===== config.mk =====
export PLATFORM = sky130hd
export DESIGN_NAME = outbox_tx_bridge
export DESIGN_NICKNAME = d
export VERILOG_FILES = /design/src/rtl/outbox_tx_bridge.sv
export SDC_FILE = /design/constraint.sdc
export NUM_CORES = 1
export LEC_CHECK = 0
export CAP_MARGIN = 0
export CORE_MARGIN = 1
export CORE_UTILIZATION = 56
export CTS_BUF_LIST = sky130_fd_sc_hd__clkbuf_2 sky130_fd_sc_hd__clkbuf_4 sky130_fd_sc_hd__clkbuf_8
export CTS_CLUSTER_SIZE = 30
export DETAILED_ROUTE_END_ITERATION = 8
export GPL_ROUTABILITY_DRIVEN = 0
export GPL_TIMING_DRIVEN = 1
export PLACE_DENSITY = 0.91
export SETUP_SLACK_MARGIN = 0.15
export SLEW_MARGIN = 20
export SYNTH_ARGS = -nofsm -noshare
export SYNTH_HDL_FRONTEND = slang
export SYNTH_SLANG_ARGS = --single-unit

===== constraint.sdc =====
create_clock -name clk -period 3.66 [get_ports clk]
set_clock_uncertainty 0.1 [all_clocks]
set_input_delay 0.732 -clock clk [delete_from_list [all_inputs] [get_ports clk]]
set_output_delay 0.732 -clock clk [all_outputs]
set_load 0.02 [all_outputs]

===== src/rtl/outbox_tx_bridge.sv =====
// OUTBOX -> UART bridge: elastic word buffer, byte serialiser and word counter.
// Optional hex-ASCII formatting is compiled in when OUTBOX_TX_HEX_EN is defined.
module outbox_tx_bridge #(
  parameter int unsigned DATA_W   = 8,
  parameter int unsigned DEPTH    = 4,
  parameter logic [7:0]  SEP_CHAR = 8'h0A,
  parameter int unsigned CNT_W    = 16
) (
  input  logic                       clk,
  input  logic                       i_rst_n,
  input  logic                       i_src_empty,
  input  logic [DATA_W-1:0]          i_src_data,
  output logic                       o_src_pop,
  output logic                       o_tx_wr,
  output logic [7:0]                 o_tx_data,
  input  logic                       i_tx_busy,
  input  logic                       i_hex_mode,
  output logic [$clog2(DEPTH):0]     o_level,
  output logic [CNT_W-1:0]           o_word_cnt,
  output logic                       o_active
);

  localparam int unsigned PTR_W   = $clog2(DEPTH);
  localparam int unsigned LVL_W   = PTR_W + 1;
  localparam int unsigned NBYTES  = DATA_W / 8;
  localparam int unsigned LEFT_W  = 4;
  localparam logic [LVL_W-1:0] FULL_LVL = LVL_W'(DEPTH);

  typedef enum logic [1:0] {StIdle, StSend, StWait} state_e;

  logic [DATA_W-1:0] r_buf [DEPTH];
  logic [PTR_W-1:0]  r_wptr, r_rptr;
  logic [LVL_W-1:0]  r_level;
  logic              r_pop;
  state_e            r_state, w_state_d;
  logic [DATA_W-1:0] r_shift, w_shift_d;
  logic [LEFT_W-1:0] r_left, w_left_d;
  logic              r_tx_wr, w_tx_wr_d;
  logic [7:0]        r_tx_data, w_tx_data_d;
  logic [CNT_W-1:0]  r_word_cnt;
  logic              w_rd, w_load, w_next, w_cnt_inc;
  logic [DATA_W-1:0] w_head;

`ifdef OUTBOX_TX_HEX_EN
  localparam int unsigned NDIGITS = DATA_W / 4;
  logic r_hex, w_hex_d;

  function automatic logic [7:0] f_hex(input logic [3:0] n);
    return (n < 4'd10) ? (8'h30 + {4'h0, n}) : (8'h37 + {4'h0, n});
  endfunction
`else
  logic [8:0] w_unused_cfg;
  assign w_unused_cfg = {i_hex_mode, SEP_CHAR};
`endif

  assign w_head = r_buf[r_rptr];

  always_comb begin
    w_state_d   = r_state;
    w_shift_d   = r_shift;
    w_left_d    = r_left;
    w_tx_wr_d   = 1'b0;
    w_tx_data_d = r_tx_data;
    w_rd        = 1'b0;
    w_load      = 1'b0;
    w_next      = 1'b0;
    w_cnt_inc   = 1'b0;
`ifdef OUTBOX_TX_HEX_EN
    w_hex_d     = r_hex;
`endif
    unique case (r_state)
      StIdle: if (r_level != '0) w_load = 1'b1;
      StSend: w_state_d = StWait;
      StWait: begin
        if (!i_tx_busy) begin
          if (r_left != '0) begin
            w_next = 1'b1;
          end else begin
            w_cnt_inc = 1'b1;
            if (r_level != '0) w_load = 1'b1;
            else               w_state_d = StIdle;
          end
        end
      end
      default: w_state_d = StIdle;
    endcase

    if (w_load) begin
      w_rd        = 1'b1;
      w_state_d   = StSend;
      w_tx_wr_d   = 1'b1;
      w_tx_data_d = w_head[DATA_W-1 -: 8];
      w_shift_d   = w_head << 8;
      w_left_d    = LEFT_W'(NBYTES - 1);
`ifdef OUTBOX_TX_HEX_EN
      w_hex_d     = i_hex_mode;
      if (i_hex_mode) begin
        w_tx_data_d = f_hex(w_head[DATA_W-1 -: 4]);
        w_shift_d   = w_head << 4;
        // Remaining digits plus the trailing separator.
        w_left_d    = LEFT_W'(NDIGITS);
      end
`endif
    end

    if (w_next) begin
      w_state_d   = StSend;
      w_tx_wr_d   = 1'b1;
      w_left_d    = r_left - 1'b1;
      w_tx_data_d = r_shift[DATA_W-1 -: 8];
      w_shift_d   = r_shift << 8;
`ifdef OUTBOX_TX_HEX_EN
      if (r_hex) begin
        if (r_left == LEFT_W'(1)) begin
          w_tx_data_d = SEP_CHAR;
          w_shift_d   = r_shift;
        end else begin
          w_tx_data_d = f_hex(r_shift[DATA_W-1 -: 4]);
          w_shift_d   = r_shift << 4;
        end
      end
`endif
    end
  end

  always_ff @(posedge clk or negedge i_rst_n) begin
    if (!i_rst_n) begin
      r_pop      <= 1'b0;
      r_wptr     <= '0;
      r_rptr     <= '0;
      r_level    <= '0;
      r_state    <= StIdle;
      r_shift    <= '0;
      r_left     <= '0;
      r_tx_wr    <= 1'b0;
      r_tx_data  <= '0;
      r_word_cnt <= '0;
    end else begin
      // Never pop on consecutive cycles: covers the OUTBOX empty-flag lag.
      r_pop <= ~i_src_empty & ~r_pop & (r_level < FULL_LVL);
      if (r_pop) r_wptr <= r_wptr + 1'b1;
      if (w_rd)  r_rptr <= r_rptr + 1'b1;
      if (r_pop && !w_rd)      r_level <= r_level + 1'b1;
      else if (!r_pop && w_rd) r_level <= r_level - 1'b1;
      r_state   <= w_state_d;
      r_shift   <= w_shift_d;
      r_left    <= w_left_d;
      r_tx_wr   <= w_tx_wr_d;
      r_tx_data <= w_tx_data_d;
      if (w_cnt_inc) r_word_cnt <= r_word_cnt + 1'b1;
    end
  end

`ifdef OUTBOX_TX_HEX_EN
  always_ff @(posedge clk or negedge i_rst_n) begin
    if (!i_rst_n) r_hex <= 1'b0;
    else          r_hex <= w_hex_d;
  end
`endif

  // Storage needs no reset: o_level gates every read.
  always_ff @(posedge clk) begin
    if (r_pop) r_buf[r_wptr] <= i_src_data;
  end

  assign o_src_pop  = r_pop;
  assign o_tx_wr    = r_tx_wr;
  assign o_tx_data  = r_tx_data;
  assign o_level    = r_level;
  assign o_word_cnt = r_word_cnt;
  assign o_active   = (r_level != '0) || (r_state != StIdle);

endmodule


==> key figures <==
Detailed routing
  – Via count: 1825
  – Post-route ant nets: 0
  – Starting DRT DRC Count: 88
  – Post-route DRC violation count: 0
  – Vias/cell: 5.464
  – Detailed Routing Iterations Pass 1: 4
  – Routed len/inst: between 10 and 15 microns
  – Routed WL: 5.001 mm

CTS
  – CTS Buffer Depth: 2
  – Sinks on the clock net: 71
  – Clk_lat worst skew: approximately 0.35 ns
  – H-tree levels: 3
  – Worst-path clk slew: 0.08 ns
  – CTS Buf Count: 9
  – Post-CTS Setup Bufs: 0
  – CTS Hold Buffers Added: 0
  – Clock Tree Root: clkbuf_8
  – CTS tree: done
  – Resized Gates After CTS: 0

STA
  – Final setup TNS: 0 ns
  – Pins Over Slew Limit: 0
  – Final setup viols: 0
  – Final hold vios: 0
  – RSZ-0062 raised after global routing: no
  – Crit path time final: between 3 and 4 ns
  – Worst setup margin: approximately 0.6 ns
  – Worst slew pin tran: 0.8664 ns
  – Relative slew slack: 42.24%
  – Tcrit/Tclk final: a little over four fifths
  – Fmax: 328.3 MHz

Critical path
  – Critical Setup Path Class: primary input to register
  – WP data required: 3.79 ns
  – Crit path largest cell delay: a little under 0.6 ns
  – CP max stage cell: or4b_4
  – Crit path capture type: register
  – Crit path max fanout: 6
  – Arrival @ worst endpoint: 3.18 ns
  – CP Launch Type: primary input
  – Reg2Reg Capture Point: o_level[1]
  – Flop2flop setup slack: roughly 0.86 ns
  – Crit path depth: 8
  – R2R depth: 9
  – Cell family with most CP delay: buffers and inverters
  – FF-to-FF Start: r_left[0]
  – Buf/Inv on CP: 3
  – Crit path cell chain: clkdlybuf4s50_1 > or4b_4 > a211oi_4 > inv_2 > ha_1 > inv_1 > fa_1 > mux2_2

Power
  – Peak supply drop: 0.0005965 V
  – Pwr Density: 734.5 nW/um^2
  – Leak pwr: about 1.4 nW
  – Design Power: 2.689 mW

Floorplanning
  – Die Width: roughly 75 microns
  – Die ar.: ~5600 sq um
  – Row cnt: 26
  – I/O pins: 43
  – Starting Density: 58.33%
  – Die Y: 74.94 microns
  – Core ar.: 5107 sq um

Yosys
  – Yosys synthesis warning count: 0
  – Adder-Cell Fraction of Synth Area: 4.032%
  – Post-synthesis compound-gate area fraction: 3.738%
  – Netlist Area Pre-Place: 2979 sq um
  – Avg Cell Area, Syn: 14.12 sq um
  – Xor and xnor area share after synthesis: 6.174%
  – Main synth FF type: dfrtp_1
  – Asr flop ratio synth: approximately 55%
  – Synthesized instance count: 211
  – Synth cell types: 36
  – Register bit total from synthesis: a little over 70
  – Post-synth EDFFs: 32
  – Largest family of logic cells by synthesized area: simple AND/OR/NAND/NOR gates
  – Simple-Gate Fraction of Synth Area: about an eighth
  – Mux cell area share after synthesis: 6.804%
  – Mapped Nets: between 200 and 250
  – Sequential area share after synthesis: between 60% and 70%

Worst hold path
  – Hold Crit Depth: 1
  – HP Class: register to register
  – Hold Crit Start: o_word_cnt[15]
  – Hold path endpoint: o_word_cnt[15]

Place
  – DP HPWL: 3.504 mm
  – Dpl cell area: 3453 sq um
  – I/O Buffers: 41
  – Dpl ws: approximately 0.25 ns

Layout
  – Diodes inserted: 0
  – Post-route cell area: 3661 sq um
  – Share of layout cells above drive strength 1: ~13%
  – Syn-to-layout area delta: 22.89%
  – Layout net count: between 200 and 300

GRT
  – Antenna violations before repair: 0
  – First-pass GRT wire length: 8.266 mm
  – Total gr overflow: 0
  – Vias in the first global route: 1836
  – GRT Overall Usage: 20.69%
  – Largest net degree at the start of global routing: 40

Outcome
  – Status: complete, no violations

Flow run
  – Max Cap Viol: 0
registers in the layout, indices dropped and copies added, names as in the netlist:
signal	cells
r_buf	32
o_word_cnt	16
o_tx_data	8
r_left	4
o_level	3
r_rptr	2
r_state	2
r_wptr	2
o_src_pop	1
o_tx_wr	1
logic make-up after synthesis:
logic type,count (synthesis)
flops,71
simple gates,68
xor+xnor,21
compound gates,18
buf+inv,14
mux,10
fa+ha+maj,9
placed cells by master (no fill, tap or decap), types with 3 or more instances in the layout:
| cell type | n |
|---|---|
| nand4_1 | 5 |
| dfrtp_1 | 39 |
| mux4_2 | 8 |
| nand2_1 | 30 |
| o21ai_0 | 13 |
| and2_1 | 4 |
| nor3_1 | 3 |
| edfxtp_1 | 32 |
| clkbuf_8 | 9 |
| ha_1 | 8 |
| inv_1 | 8 |
| nor2_1 | 3 |
| nand3_1 | 9 |
| clkdlybuf4s50_1 | 40 |
| and3_1 | 3 |
| xnor2_1 | 15 |
| xor2_1 | 6 |
metal layers:
metal	wire length, microns	track usage, %	share of wire, %
met5	0	0	0
met4	82	9.015	1.6
met3	227	6.158	4.5
met2	2602	35.04	52
met1	2089	24.68	42
final cells by class:
| type | count | area (sq um) |
|---|---|---|
| tap | 70 | 87.58 |
| clock buffer | 9 | 123.9 |
| timing repair buffer | 42 | 412.9 |
| multi-input combinational | 126 | 985.9 |
| sequential | 71 | 1937 |
| fill | 373 | 1446 |
| inverter | 9 | 33.78 |
| clock inverter | 7 | 80.08 |
per-stage QoR:
step | hold slack (ns) | utilization [%] | cells
after floorplan | 0.3364 | - | 211
final | 0.3814 | 71.68 | 334
after CTS | 0.3903 | 71.61 | 334
after detailed placement | 0.3751 | 67.61 | 318
after global routing | 0.4103 | 71.68 | 334
after global placement | 0.3615 | 67.61 | 318
cells in the mapped netlist, drive strengths merged, types with 2 or more instances:
library cell  instances  share of area, %
xnor2                15               4.4
mux2                  2              0.76
ha                    8               3.4
nand2                30               3.8
dfrtp                39                33
nor3                  3              0.50
buf                   3              0.63
nand4                 5               1.0
and2                  4              0.84
xor2                  6               1.8
edfxtp               32                32
nor4                  2              0.63
inv                   9               1.1
and3                  3              0.63
mux4                  8               6.0
nor2                  3              0.38
clkbuf                2              0.25
or4b                  2              0.80
nand3                 9               1.5
o21ai                14               2.4
and4                  2              0.59
report_power, final:
| part | total (mW) | internal [mW] | switching [mW] |
|---|---|---|---|
| sequential | 1.21 | 1.02 | 0.191 |
| combinational | 0.856 | 0.435 | 0.421 |
| clock | 0.626 | 0.321 | 0.305 |
worst max-delay path by stage:
| stage | start | endpoint | slack [ns] |
|---|---|---|---|
| after floorplan | i_tx_busy | o_level[1] | 0.75 |
| final | i_tx_busy | o_level[1] | 0.61 |
| after detailed placement | i_tx_busy | o_level[1] | 0.25 |
| after global placement | i_tx_busy | o_level[1] | 0.33 |
| after global routing | i_tx_busy | o_level[1] | 0.54 |
| after CTS | i_tx_busy | o_level[1] | 0.61 |
(Power assumes the default switching activity.)
